`config.mk`:
```
export PLATFORM = sky130hd
export DESIGN_NAME = regfile_wb_arbiter
export DESIGN_NICKNAME = d
export VERILOG_FILES = /design/src/rtl/regfile_wb_arbiter.sv
export SDC_FILE = /design/constraint.sdc
export NUM_CORES = 1
export LEC_CHECK = 0
export CAP_MARGIN = 20
export CORE_ASPECT_RATIO = 1.2
export CORE_MARGIN = 2
export CORE_UTILIZATION = 48
export DETAILED_ROUTE_END_ITERATION = 10
export GPL_TIMING_DRIVEN = 0
export PLACE_DENSITY = 0.82
export SLEW_MARGIN = 20
export SYNTH_ARGS = -nofsm -noshare
export SYNTH_HDL_FRONTEND = slang
export SYNTH_SLANG_ARGS = --single-unit
```
`constraint.sdc`:
```
create_clock -name clk -period 4 [get_ports clk]
set_clock_uncertainty 0.2 [all_clocks]
set_input_delay 0.6 -clock clk [delete_from_list [all_inputs] [get_ports clk]]
set_output_delay 0.6 -clock clk [all_outputs]
set_load 0.01 [all_outputs]
```
`src/rtl/regfile_wb_arbiter.sv`:
```
// regfile_wb_arbiter: arbitrates the regfile write port between WB and a buffered long-latency result, with scoreboard stall.
// Define ARB_PERF_EN to add perf_wait_cycles/perf_forced counters.
module regfile_wb_arbiter #(
    parameter int MAX_WAIT = 4,
    parameter int XLEN = 32
) (
    input  logic            clk,
    input  logic            rst,
`ifdef ARB_PERF_EN
    output logic [31:0]     perf_wait_cycles,
    output logic [31:0]     perf_forced,
`endif
    input  logic            wb_valid,
    input  logic [4:0]      wb_rd,
    input  logic [XLEN-1:0] wb_data,
    output logic            wb_ready,
    input  logic            ext_valid,
    input  logic [4:0]      ext_rd,
    input  logic [XLEN-1:0] ext_data,
    output logic            ext_ready,
    input  logic            dec_valid,
    input  logic            dec_long,
    input  logic [4:0]      dec_rs1,
    input  logic [4:0]      dec_rs2,
    input  logic [4:0]      dec_rd,
    output logic            hazard_stall,
    output logic            rf_we,
    output logic [4:0]      rf_a3,
    output logic [XLEN-1:0] rf_wd
);
    localparam logic [3:0] MW = 4'(MAX_WAIT);
    logic            buf_valid;
    logic [4:0]      buf_rd;
    logic [XLEN-1:0] buf_data;
    logic [3:0]      wait_cnt;
    logic [31:1]     sb;
    logic [31:1]     sb_next;
    logic [31:0]     sb_full;
    logic            force_grant;
    logic            wb_win;
    logic            buf_grant;
    logic            sb_set_en;
    always_comb begin
        sb_full      = {sb, 1'b0};
        force_grant  = buf_valid && wait_cnt == MW;
        wb_win       = !force_grant && wb_valid && wb_rd != 5'd0;
        buf_grant    = buf_valid && !wb_win;
        wb_ready     = !rst && !force_grant;
        ext_ready    = !rst && (!buf_valid || buf_grant);
        hazard_stall = !rst && dec_valid && (sb_full[dec_rs1] || sb_full[dec_rs2] || sb_full[dec_rd]);
        rf_we        = !rst && (wb_win || (buf_grant && buf_rd != 5'd0));
        rf_a3        = wb_win ? wb_rd : buf_rd;
        rf_wd        = wb_win ? wb_data : buf_data;
        sb_set_en    = dec_valid && dec_long && !hazard_stall && dec_rd != 5'd0;
        // set is applied after clear so a coinciding set wins
        for (int i = 1; i < 32; i++)
            sb_next[i] = (sb[i] && !(buf_grant && buf_rd == 5'(i))) || (sb_set_en && dec_rd == 5'(i));
    end
    always_ff @(posedge clk) begin
        if (rst) begin
            buf_valid <= 1'b0;
            wait_cnt  <= 4'd0;
            sb        <= '0;
        end else begin
            if (ext_valid && ext_ready) begin
                buf_valid <= 1'b1;
                buf_rd    <= ext_rd;
                buf_data  <= ext_data;
            end else if (buf_grant) begin
                buf_valid <= 1'b0;
            end
            wait_cnt <= buf_grant ? 4'd0 :
                        (buf_valid && wb_win && wait_cnt != MW) ? wait_cnt + 4'd1 : wait_cnt;
            sb <= sb_next;
        end
    end
`ifdef ARB_PERF_EN
    always_ff @(posedge clk) begin
        if (rst) begin
            perf_wait_cycles <= '0;
            perf_forced      <= '0;
        end else begin
            perf_wait_cycles <= perf_wait_cycles + 32'(buf_valid && !buf_grant);
            perf_forced      <= perf_forced + 32'(force_grant);
        end
    end
`endif
endmodule

```
# Word level (Yosys, flattened, before mapping)
# Index checks and enable logic that the tools add are counted.
[word_totals]
out_inout_bits = 41
elab_cells = 270
input_bits = 95
reg_bits = 73
[classes]
magnitude_cmp = 3
n_reduce_logical = 186
bitwise_logic = 1
n_mux = 10
eq_ne = 64
addsub = 1
[ops]
columns = ["op", "n"]
rows = [
  ["5-bit equality test, second input constant", 32],
  ["1-bit logical AND", 109],
  ["5-bit by 4-bit equality test with 1-bit output, second input constant", 16],
  ["5-bit by 3-bit equality test with 1-bit output, second input constant", 8],
  ["1-bit zero test", 36],
  ["1-bit logical OR", 35],
  ["32-bit two-way mux", 1],
  ["5-bit by 2-bit equality test with 1-bit output, second input constant", 4],
  ["5-bit by 6-bit less-than comparator with 1-bit output, second input constant", 3],
  ["1-bit binary-select mux with 5-bit select", 3],
  ["5-bit nonzero test", 3],
  ["5-bit by 1-bit equality test with 1-bit output, second input constant", 2],
  ["1-bit two-way mux", 5],
  ["5-bit two-way mux", 1],
  ["4-bit by 1-bit adder with 4-bit output, second input constant", 1],
  ["4-bit by 3-bit equality test with 1-bit output, second input constant", 1],
  ["4-bit by 3-bit inequality test with 1-bit output, second input constant", 1],
  ["2-bit AND reduction", 1],
  ["2-bit nonzero test", 1],
  ["2-bit OR reduction", 1],
  ["1-bit NOT", 1],
]

# Depth between registers and ports, before layout
[logic_depth]
depth_word = 11
depth_mapped = 8
depth_no_buf = 7

# Worst setup path before layout
# OpenSTA, ideal clock, no wires.
[synth_path]
path_type = "input-to-output"
startpoint = "input dec_rs1[1]"
endpoint = "output hazard_stall"
t_arrival_ps = 2490
required_ps = 3200
stages = 6
slack_ps = 710
n_path_buf = 1
cell_sequence = "clkbuf_1 > mux4_2 > a22oi_1 > o41ai_1 > a311o_1 > o311a_1"
[synth_between]
elab_chain_len = 5
[synth_lines]
columns = ["element", "line", "text"]
rows = [
  ["start: declaration", "23", "input logic [4:0] dec_rs1,"],
  ["1-bit binary-select mux with 5-bit select", "50", "hazard_stall = !rst && dec_valid && (sb_full[dec_rs1] || sb_full[dec_rs2] || sb_full[dec_rd]);"],
  ["1-bit two-way mux (not written as such)", "50", ""],
  ["1-bit logical OR (2 in a row)", "50", ""],
  ["1-bit logical AND", "50", ""],
  ["end: declaration", "26", "output logic hazard_stall,"],
]
# No other way between the ends. The select of a mux whose other input is x is not followed.

# Worst setup path after layout
[layout_path]
startpoint = "input dec_rd[1]"
endpoint = "output hazard_stall"
[layout_between]
elab_chain_len = 4
[layout_lines]
columns = ["element", "line", "text"]
rows = [
  ["start: declaration", "25", "input logic [4:0] dec_rd,"],
  ["1-bit binary-select mux with 5-bit select", "50", ""],
  ["1-bit two-way mux (not written as such)", "50", ""],
  ["1-bit logical OR", "50", ""],
  ["1-bit logical AND", "50", ""],
]
# No other way between the ends. The select of a mux whose other input is x is not followed.

==> impl_metrics.csv <==
group,metric,value,unit
placed_design,globalplace.congestion,0.978,
route,drc,0,
finish,regArea,1830,sq um
clock_tree,cts_tree,"yes",
critical_path,worstRegToRegCells,7,
power,leakagePower,2.36,nW
floorplan,die-area,10000,sq um
min_path,hp-class,"flop to flop",
clock_tree,cts.sinks,73,
synthesis,synth_top_family_by_area,"simple AND/OR/NAND/NOR gates",
synthesis,synth_xor_area_share,0,%
grt,grtUsageTotal,27.6,%
critical_path,path_class,"primary input to output port",
critical_path,slowest_stage,"mux4_1",
route,routed-via-count,4272,
flow_run,max-cap-violations,0,
sta,fin_crit,3.88,ns
clock_tree,clk_pin_slew,0.07,ns
finish,n_antenna_cell,0,
placed_design,hpwl,10400,microns
synthesis,synth_cells,456,
synthesis,synthMuxAreaShare,13.2,%
clock_tree,numCtsBuffers,9,
synthesis,netlist.area_leader.share,25.1,%
synthesis,synth-simple-area-share,22.3,%
placed_design,port-buffer-count,130,
route,post_drt_wl_per_cell,18.5,microns
synthesis,ys_types,46,
critical_path,ff2ff_setup_slack,1.37,ns
route,ant_nets,0,
critical_path,crit_required,3.20,ns
critical_path,critPathCaptureType,"output port",
floorplan,start_util,49.3,%
clock_tree,clockBufferDepth,2,
critical_path,crit_path_start_kind,"primary input",
synthesis,yosysWarnings,0,
grt,grt_antenna_before_repair,0,
synthesis,ys.flop_type,"edfxtp_1",
min_path,hold_depth,2,
clock_tree,clock_latency,0.36,ns
grt,grt_max_degree,23,
finish,nFillCells,642,
synthesis,synth-seq-area-share,41.4,%
critical_path,cp-endpoint,"hazard_stall",
power,irDropWorstVdd,252,uV
finish,multi_input_area,2420,sq um
critical_path,rr_startpoint,"wait_cnt[0]",
route,firstDrtPassIters,5,
floorplan,die_x,91.7,microns
sta,tns,0,ns
synthesis,syn_avg_cell_area,9.71,sq um
synthesis,syn_area,4430,sq um
finish,design_area,6180,sq um
finish,drive_gt1_share,13.2,%
grt,grt_pass1_wl,21400,microns
route,vias_per_cell,5.89,
synthesis,synth_compound_area_share,18.6,%
status,status,"complete, no violations",
route,routed_wl,13400,microns
synthesis,synth_adder_area_share,0.565,%
route,drt_iter0_markers,249,
grt,overflow,0,
finish,area_growth,39.6,%
sta,setup_ws,0.119,ns
sta,fmaxAchievable,258,MHz
finish,nNetsFinal,697,
critical_path,cp_max_fo,5,
sta,worst_slew_margin_rel,23.9,%
clock_tree,htreeDepth,3,
critical_path,path_cells,"clkdlybuf4s15_2 > mux4_1 > mux2_2 > a221o_1 > a311o_2 > o311a_1 > dlygate4sd2_1",
sta,setup_viol,0,
floorplan,die_y,109,microns
critical_path,cpPeakStageDelay,0.58,ns
critical_path,startpoint,"dec_rd[1]",
grt,grt_pass1_vias,4438,
critical_path,r2r_end,"buf_data[12]",
synthesis,ys_top_cells_by_area,"edfxtp_1 (25%), dfxtp_1 (16%), nand2_1 (9.6%), o31ai_2 (8.5%), o211ai_1 (5.4%)",
clock_tree,cts_hold_buf,0,
sta,finalCritPeriodShare,97.0,%
synthesis,ys_ff_latch,73,
synthesis,synth_nets,553,
sta,worst_pin_slew,1.14,ns
floorplan,core_area,8990,sq um
synthesis,synth-async-reset-ratio,0,%
synthesis,synth_largest_area_cell,"edfxtp_1",
floorplan,ios,136,
clock_tree,root_buffer,"clkbuf_8",
placed_design,post_dp_cell_area,5910,sq um
sta,drv_slew,0,
floorplan,rows,38,
placed_design,preCtsSetupSlack,-0.540,ns
synthesis,synth_edf_count,37,
power,power_density,299,nW/um^2
sta,finalHoldViolCount,0,
critical_path,critPathArrivalTime,3.08,ns
worst max-delay path, delay by kind of cell:
kind	cells	cell delay, ns
compound gates	3	1.09
buf+inv	2	0.54
mux	2	0.85
per-layer routing:
metal	wire [microns]	share of wire, %	up-vias	track usage, %
li1	-	-	2004	-
met1	5020	37	1988	30.7
met2	6640	49	234	48.5
met3	1140	8.5	46	5.94
met4	616	4.6	0	16.8
met5	0	0	-	0
kinds of logic after synthesis:
family          after synthesis
simple gates                211
compound gates               90
flops                        73
buf+inv                      40
mux                          40
fa+ha+maj                     2
metrics by stage:
step           util, %  total power [W]  cells  hold WS (ns)
3_5_place_dp      65.7          0.00119    707         0.288
2_1_floorplan        -         0.000988    456         0.249
6_report          68.8          0.00185    725         0.304
5_1_grt           68.8          0.00191    725         0.334
4_1_cts           68.5          0.00184    723         0.299
3_3_place_gp      65.4          0.00118    706         0.266
where the power goes:
part	internal, W	switching, W
clock	0.000383	0.000279
combinational	0.000189	0.000179
sequential	0.000807	0.00000978
total	0.00138	0.000467
worst min path at each step:
stage | from | endpoint | slack (ns)
CTS | wait_cnt[2] | wait_cnt[2] | 0.30
detailed placement | wait_cnt[2] | wait_cnt[2] | 0.29
floorplan | wait_cnt[2] | wait_cnt[2] | 0.25
finish | wait_cnt[2] | wait_cnt[2] | 0.30
global route | wait_cnt[2] | wait_cnt[2] | 0.33
global placement | wait_cnt[2] | wait_cnt[2] | 0.27
state kept, by name (all words and copies together) (netlist names):
name	count
buf_data	32
sb	31
buf_rd	5
wait_cnt	4
buf_valid	1
cell usage after synthesis (all sizes together) (4+ instances only):
cell type	n
a21oi	8
a22oi	5
and2	7
and3b	5
buf	14
clkbuf	23
dfxtp	36
edfxtp	37
mux2	7
mux2i	20
mux4	13
nand2	113
nand2b	5
nand3	42
nor2	10
nor2b	10
nor3b	4
o211ai	32
o31ai	31
cell type report:
cell class	count	share of cell area [%]
buffer	35	2.94
clock buffer	11	2.45
clock inverter	5	1.24
inverter	3	0.182
multi-input combinational	343	39.2
sequential	73	29.6
tap	120	2.43
timing repair buffer	135	21.9
layout by cell type, fill, tap and decap left out, drive strengths merged, types with 2 or more instances in the layout:
cell type and count:
a21oi 8, a22oi 5, a32o 2, and2 7
and3 3, and3b 5, buf 23, bufinv 2
clkbuf 28, clkdlybuf4s50 126, clkinv 2, dfxtp 36
dlygate4sd2 3, edfxtp 37, ha 2, inv 4
mux2 7, mux2i 20, mux4 13, nand2 113
nand2b 5, nand3 42, nand4 2, nand4b 3
nor2 10, nor2b 10, nor3 2, nor3b 4
o211ai 32, o21ai 2, o31ai 31, o41ai 2
what timing repair did:
action                                  in CTS  in global routing
endpoints found under the hold margin        0                  0
resized for setup                           17                 10
endpoints found under the setup margin      31                 30
setup buffers                                0                  4
pin swaps                                    1                  1
(Power assumes the default switching activity.)
